[src/rtl/muldiv_pkg.sv]
// Shared types and constants for the iterative multiply/divide unit.
// The divider datapath is included only when MULDIV_DIV_EN is defined.
package muldiv_pkg;

   localparam int MULDIV_WIDTH = 32;
   localparam int CNT_W        = $clog2(MULDIV_WIDTH + 1);

   typedef enum logic [1:0] {
      OP_MUL   = 2'b00,
      OP_MULHU = 2'b01,
      OP_DIVU  = 2'b10,
      OP_REMU  = 2'b11
   } muldiv_op_t;

   typedef enum logic [1:0] {
      S_IDLE = 2'b00,
      S_BUSY = 2'b01,
      S_DONE = 2'b10
   } muldiv_state_t;

endpackage

[src/rtl/ex_muldiv_unit.sv]
// Iterative unsigned MUL/MULHU/DIVU/REMU unit, one iteration per cycle.
// Fixed latency: WIDTH cycles in BUSY, then a one-cycle DONE with doneM high.
// Optional feature: define MULDIV_DIV_EN to build the restoring divider;
// without it DIVU/REMU keep the same timing but return zero.
//
// Handshake: an op is accepted on a rising edge where readyE && startE && !flushE.
// readyE is high in IDLE and DONE, so a new op may be issued in the DONE cycle.
// doneM is a one-cycle valid for resultM/rdM; there is no back-pressure on it.
module ex_muldiv_unit
   import muldiv_pkg::*;
#(
   parameter int WIDTH = MULDIV_WIDTH
)
(
   input  logic                clk,
   input  logic                reset,
   input  logic                startE,
   input  logic [1:0]          opE,
   input  logic [WIDTH-1:0]    aE,
   input  logic [WIDTH-1:0]    bE,
   input  logic [4:0]          rdE,
   input  logic                flushE,
   output logic                readyE,
   output logic                busyE,
   output logic                doneM,
   output logic [WIDTH-1:0]    resultM,
   output logic [4:0]          rdM,
   output muldiv_state_t       state_dbg
);

   localparam int CNT_BITS = $clog2(WIDTH + 1);

   muldiv_state_t         state_q, state_d;
   logic                  accept;
   logic [CNT_BITS-1:0]   cnt_q;
   muldiv_op_t            op_q;
   logic [WIDTH-1:0]      b_q;
   logic [4:0]            rd_q;
   // hi_q: high accumulator (MUL) or partial remainder (DIV); lo_q: multiplier or quotient.
   logic [WIDTH:0]        hi_q, hi_nxt;
   logic [WIDTH-1:0]      lo_q, lo_nxt;
   logic [WIDTH-1:0]      addend;
   logic [WIDTH:0]        sum;
   logic [WIDTH-1:0]      result_nxt;
   logic                  last_iter;

   assign last_iter = (cnt_q == CNT_BITS'(1));
   assign readyE    = (state_q != S_BUSY);
   assign busyE     = (state_q == S_BUSY);
   assign doneM     = (state_q == S_DONE);
   assign state_dbg = state_q;

   // State register
   always_ff @(posedge clk or negedge reset) begin
      if (!reset) state_q <= S_IDLE;
      else        state_q <= state_d;
   end

   // Next state and accept decision; flush always wins over start
   always_comb begin
      state_d = state_q;
      accept  = 1'b0;
      case (state_q)
         S_IDLE, S_DONE: begin
            state_d = S_IDLE;
            if (startE && !flushE) begin
               accept  = 1'b1;
               state_d = S_BUSY;
            end
         end
         S_BUSY: begin
            if (flushE)         state_d = S_IDLE;
            else if (last_iter) state_d = S_DONE;
         end
         default: state_d = S_IDLE;
      endcase
   end

`ifdef MULDIV_DIV_EN
   logic [WIDTH:0] shifted;
   logic [WIDTH:0] trial;
`endif

   // One shift-add or restore-divide step on the shared registers
   always_comb begin
      hi_nxt = hi_q;
      lo_nxt = lo_q;
      addend = lo_q[0] ? b_q : '0;
      sum    = hi_q + {1'b0, addend};
`ifdef MULDIV_DIV_EN
      shifted = {hi_q[WIDTH-1:0], lo_q[WIDTH-1]};
      trial   = shifted - {1'b0, b_q};
`endif
      case (op_q)
         OP_MUL, OP_MULHU: begin
            hi_nxt = {1'b0, sum[WIDTH:1]};
            lo_nxt = {sum[0], lo_q[WIDTH-1:1]};
         end
         default: begin
`ifdef MULDIV_DIV_EN
            // A set sign bit means the trial went negative: keep the shifted remainder
            if (!trial[WIDTH]) begin
               hi_nxt = trial;
               lo_nxt = {lo_q[WIDTH-2:0], 1'b1};
            end else begin
               hi_nxt = shifted;
               lo_nxt = {lo_q[WIDTH-2:0], 1'b0};
            end
`endif
         end
      endcase
   end

   // Result selection from the values produced by the final iteration
   always_comb begin
      result_nxt = '0;
      case (op_q)
         OP_MUL:   result_nxt = lo_nxt;
         OP_MULHU: result_nxt = hi_nxt[WIDTH-1:0];
`ifdef MULDIV_DIV_EN
         OP_DIVU:  result_nxt = lo_nxt;
         OP_REMU:  result_nxt = hi_nxt[WIDTH-1:0];
`endif
         default:  result_nxt = '0;
      endcase
   end

   // Operand capture on accept, iteration in BUSY, result write on the last step
   always_ff @(posedge clk or negedge reset) begin
      if (!reset) begin
         cnt_q   <= '0;
         op_q    <= OP_MUL;
         b_q     <= '0;
         rd_q    <= '0;
         hi_q    <= '0;
         lo_q    <= '0;
         resultM <= '0;
         rdM     <= '0;
      end else if (accept) begin
         cnt_q <= CNT_BITS'(WIDTH);
         op_q  <= muldiv_op_t'(opE);
         b_q   <= bE;
         rd_q  <= rdE;
         hi_q  <= '0;
         lo_q  <= aE;
      end else if (state_q == S_BUSY && !flushE) begin
         cnt_q <= cnt_q - CNT_BITS'(1);
         hi_q  <= hi_nxt;
         lo_q  <= lo_nxt;
         if (last_iter) begin
            resultM <= result_nxt;
            rdM     <= rd_q;
         end
      end
   end

endmodule

[config.mk]
export PLATFORM = sky130hd
export DESIGN_NAME = ex_muldiv_unit
export DESIGN_NICKNAME = d
export VERILOG_FILES = /design/src/rtl/muldiv_pkg.sv /design/src/rtl/ex_muldiv_unit.sv
export SDC_FILE = /design/constraint.sdc
export NUM_CORES = 1
export LEC_CHECK = 0
export CORE_ASPECT_RATIO = 1.2
export CORE_MARGIN = 8
export CORE_UTILIZATION = 45
export CTS_CLUSTER_SIZE = 25
export DETAILED_ROUTE_END_ITERATION = 6
export PLACE_DENSITY = 0.8
export SLEW_MARGIN = 0
export SYNTH_ARGS = -nofsm -noshare
export SYNTH_HDL_FRONTEND = slang
export SYNTH_SLANG_ARGS = --single-unit
[constraint.sdc]
create_clock -name clk -period 3.8 [get_ports clk]
set_clock_uncertainty 0.2 [all_clocks]
set_input_delay 0.38 -clock clk [delete_from_list [all_inputs] [get_ports clk]]
set_output_delay 0.38 -clock clk [all_outputs]
set_load 0.1 [all_outputs]
# After elaboration in Yosys (flattened, before gate mapping)
# Cells that the tools add are included.
# word_totals
ff_bits,149
latch_bits,0
ramBits,0
rom_bits,0
wordCells,46
memories,0
# classes
n_addsub,2
mul,0
div,0
n_lt_le_gt_ge,0
n_eq_ne,6
shifts,0
n_mux,16
bitwise,1
n_reduce_logical,11
# op_table
cell,count
2-to-1 mux 32 bit,4
2-to-1 mux 33 bit,3
case mux 32 bit (2 select lines),1
adder 33 x 32 -> 33 bit,1
2-to-1 mux 6 bit,2
== test 6 x 1 -> 1 bit (second input constant),1
subtractor 6 x 1 -> 6 bit (second input constant),1
== test 2 x 1 -> 1 bit (second input constant),2
logical NOT 2 bit,2
2-to-1 mux 2 bit,2
case mux 2 bit (2 select lines),1
nonzero test 2 bit,2
OR reduction 2 bit,2
2-to-1 mux 1 bit,3
!= test 3 x 2 -> 1 bit (second input constant),1
AND reduction 3 bit,1
== test 2 bit (second input constant),1
logical AND 1 bit,2
!= test 2 x 1 -> 1 bit (second input constant),1
AND reduction 2 bit,1
logical NOT 1 bit,1
NOT 1 bit,1

# Longest topological paths before layout
# depth
depth_word,6
depth_mapped,12
mapped_depth_nobuf,11

# Worst setup path before layout
# Ideal clock, no wire load.
# synth_path
path_type,register to register
from,"register state_q[0], in the netlist state_dbg[0]"
to,register lo_q[27]
arrival_time_ns,3.883
required_time_ns,3.474
path_slack_ns,-0.409
stages_incl_launch_ff,8
period_less_slack_ns,4.209
cell_sequence,dfrtp_1 -> nand2b_1 -> inv_1 -> nand2b_1 -> nor2_1 -> nor2_1 -> clkbuf_1 -> a221o_1
# synth_rtl
item,line_no,rtl
start: declaration,ex_muldiv_unit.sv:33,"muldiv_state_t state_q, state_d;"
start signal: assignment,ex_muldiv_unit.sv:56,else state_q <= state_d;
== test 2 x 1 -> 1 bit,--,
net busyE,ex_muldiv_unit.sv:24,"output logic busyE,"
logical AND 1 bit,ex_muldiv_unit.sv:146,end else if (state_q == S_BUSY && !flushE) begin
nonzero test 2 bit (no source line),--,
end signal: assignment,ex_muldiv_unit.sv:149,lo_q <= lo_nxt;
end: declaration,ex_muldiv_unit.sv:41,"logic [WIDTH-1:0] lo_q, lo_nxt;"
# The timed path passes the listed nets, and every way through them passes these cells.
# A chain may end at the register's enable or synchronous reset.

# Worst setup path in the final report
# layout_path
from,register lo_q[0]
to,register hi_q[30]
# layout_between
elab_chain_len,5
# layout_lines
item,line_no,rtl
2-to-1 mux 32 bit,ex_muldiv_unit.sv:88,addend = lo_q[0] ? b_q : '0;
adder 33 x 32 -> 33 bit,ex_muldiv_unit.sv:89,"sum = hi_q + {1'b0, addend};"
2-to-1 mux 33 bit,ex_muldiv_unit.sv:94,case (op_q)
2-to-1 mux 33 bit,ex_muldiv_unit.sv:146,
2-to-1 mux 33 bit,ex_muldiv_unit.sv:139,end else if (accept) begin
end signal: assignment,ex_muldiv_unit.sv:148,hi_q <= hi_nxt;
end: declaration,ex_muldiv_unit.sv:40,"logic [WIDTH:0] hi_q, hi_nxt;"
# No other way between the ends. The select of a mux whose other input is x is not followed.

==> results.yml <==
global_route:
  grt_pass1_vias: 6991
  grt.busiest_layer: "met2"
  grt_usage_pct: 20.9
  grtUsageMet3_pct: 4.32
  antenna_found_initial: 0
  use_met1_pct: 25.1
  grt_pass1_wl_um: 36300
  grt_use_met2_pct: 35.2
  grt_max_degree: 79
  grt_overflow_total: 0
clock_network:
  numCtsBuffers: 17
  clock_path_buffers: 2
  htree_levels: 4
  clk_pin_slew_ps: 70
  cts_sinks: 148
  root_buffer: "clkbuf_16"
  cts_tree: "yes"
  post_cts_resized: 0
  clk_latency_ps: 430
worst_setup_path:
  slowest_delay_ps: 620
  worstPathCellList: "buf_4, and2_1, ha_1, and4_1, and4_1, a22oi_1, nand3_1, o41ai_2, nor2b_1, o311a_1, a21oi_1"
  cp.required_ps: 3960
  cp-start-kind: "flop"
  critPathKind: "flop to flop"
  crit_slowest_cell: "dfrtp_1"
  cp.arrival_ps: 3740
  r2r_slack_ps: 230
  crit_path_frequent_cell: "and4_1"
  crit_path_end_kind: "flop"
  crit_fanout: 19
routing:
  drc: 0
  viasPerCell: 5.54
  vias: 6862
  wirelength_um: 22600
  wl_per_cell_um: 18.3
  antenna_left: 0
  first_iter_violations: 564
  first_pass_iters: 5
logic_synthesis:
  synth_most_common_cell: "nand2_1"
  synthTopCellsByCount: "236 x nand2_1, 148 x dfrtp_1, 66 x o21ai_0"
  yosys_most_used_dff: "dfrtp_1"
  syn_inst: 905
  ys_seq_elements: 148
  syn_area_mm2: 0.00789
  syn_avg_cell_area_um2: 8.72
  synth.distinct_cells: 60
  ys_seq_area_share_pct: 46.9
  yosys_warnings: 0
  synth_area_leaders: "dfrtp_1 47%, nand2_1 11%, ha_1 5.4%"
  synth_top_area_cell: "dfrtp_1"
  synth_top_area_share_pct: 46.9
  synthArstFlopShare_pct: 100
  syn_nets: 1015
  synth-edff-count: 0
floorplanning:
  die_x_um: 137
  die_y_um: 161
  std_cell_rows: 53
  design.die.area_mm2: 0.0221
  ioPinCount: 117
  start_util_pct: 45.4
  core_mm2: 0.0174
power_and_ir_drop:
  power_frac_comb_pct: 39.1
  switching_share_pct: 43.6
  internal-power_mw: 3.66
  switchingPower_mw: 2.83
  max-vdd-ir-drop_v: 0.000417
  power.density_mw_per_mm2: 659
  leakage_nw: 4.55
  clkPwrFrac_pct: 24.9
  p_seq_share_pct: 36.1
sta:
  hold_violations: 0
  fmax_mhz: 280
  drv_slew: 0
  final.setup.tns_ps: 0
  tightestPinTransition_ps: 1110
  max-slew-margin-rel_pct: 26.0
  period_share_pct: 94.1
  rsz0062_at_grt: "false"
  setup_viol: 0
  period_needed_ps: 3570
cells_and_area:
  area_delta_synth_final_pct: 24.7
  n_antenna_cell: 0
  nNetsFinal: 1115
  fin_cells: 1238
  drive_gt1_share_pct: 7.07
run_status:
  status: "complete, no violations"
min_path:
  hp-class: "input pin to flop"
placed_design:
  dpl.hpwl_um: 16100
  gp_congestion: 0.939
  dp_cells: 1205
  portBuffers: 116
run:
  max-cap-violations: 0
area by class of cell:
cell class / instances / area [um^2]
repair buffers: 132 / 1300
fillers: 1581 / 7530
clock buffers: 17 / 425
flip-flops and latches: 148 / 3700
multi-input cells: 691 / 3950
inverters: 15 / 60.1
clock inverters: 15 / 138
well taps: 220 / 275
layout by cell type, fill, tap and decap left out, types with 6 or more instances in the layout:
cell	instances
o21ai_0	66
dfrtp_1	148
buf_4	14
a22oi_1	29
a21oi_1	49
nor2_1	41
nand4_1	6
inv_1	13
ha_1	34
xnor2_1	15
clkbuf_16	17
and3_1	8
o21a_1	10
o21ai_1	10
nor3_1	9
nand3_1	44
nand2_1	235
inv_6	6
a21o_1	7
xor2_1	18
and2_1	35
clkdlybuf4s50_1	115
state kept, by name, summed over array words and instances (netlist names):
signal     flops
rdM            5
resultM       32
lo_q          32
hi_q          32
b_q           32
state_dbg      2
rd_q           5
cnt_q          6
op_q           2
per-layer routing:
metal  vias to the layer above  part of all wire [%]
met5                         -                     0
met4                         0                   3.3
met3                        46                   4.5
met2                       190                    51
met1                      3308                    42
li1                       3318                     -
through the flow:
| stage | hold slack, ps | cell area [um^2] | power [mW] | worst slack (ps) | util, % |
|---|---|---|---|---|---|
| floorplan | -116 | 7900 | 4.08 | 207 | - |
| global placement | 246 | 9270 | 4.83 | 367 | 53.4 |
| detailed placement | 257 | 9270 | 4.88 | 278 | 53.4 |
| CTS | 255 | 9850 | 6.51 | 254 | 56.7 |
| global route | 265 | 9850 | 6.84 | 86.8 | 56.7 |
| finish | 267 | 9850 | 6.49 | 225 | 56.7 |
worst max-delay path: cells and delay by family (launching register included):
family	cells	cell delay (ps)
and+or+nand+nor	5	970
AOI/OAI and AO/OA	4	1140
DFF	1	620
buffers and inverters	1	280
adders and majority gates	1	290
timing repair:
action,4_1_cts,5_1_grt
hold buffers,1,0
buffers inserted,0,0
hold endpoints to repair,77,0
power groups by stage:
stage / Sequential (mW) / Clock [mW] / Combinational, mW
after floorplan: 2.88 / 0 / 1.20
after global placement: 2.34 / 0 / 2.48
after detailed placement: 2.35 / 0 / 2.53
after CTS: 2.34 / 1.63 / 2.54
after global routing: 2.38 / 1.71 / 2.74
final: 2.34 / 1.61 / 2.54
worst paths after layout:
path	from	cells after the start	to
setup / recovery	lo_q[0]	11	hi_q[30]
hold / removal	rdE[2]	3	rd_q[2]
setup reg to reg	lo_q[0]	11	hi_q[30]
hold reg to reg	rd_q[0]	2	rdM[0]
max in group asynchronous	reset	3	hi_q[22]
min in group asynchronous	reset	2	b_q[4]
cells by family after synthesis:
| family | Yosys count | share of synthesized area (%) |
|---|---|---|
| mux | 4 | 0.539 |
| flops | 148 | 46.9 |
| xor+xnor | 33 | 3.66 |
| fa+ha+maj | 35 | 5.64 |
| compound gates | 216 | 17.6 |
| buf+inv | 66 | 3.23 |
| simple gates | 403 | 22.4 |
No activity file was read; power rests on OpenSTA's default activity.
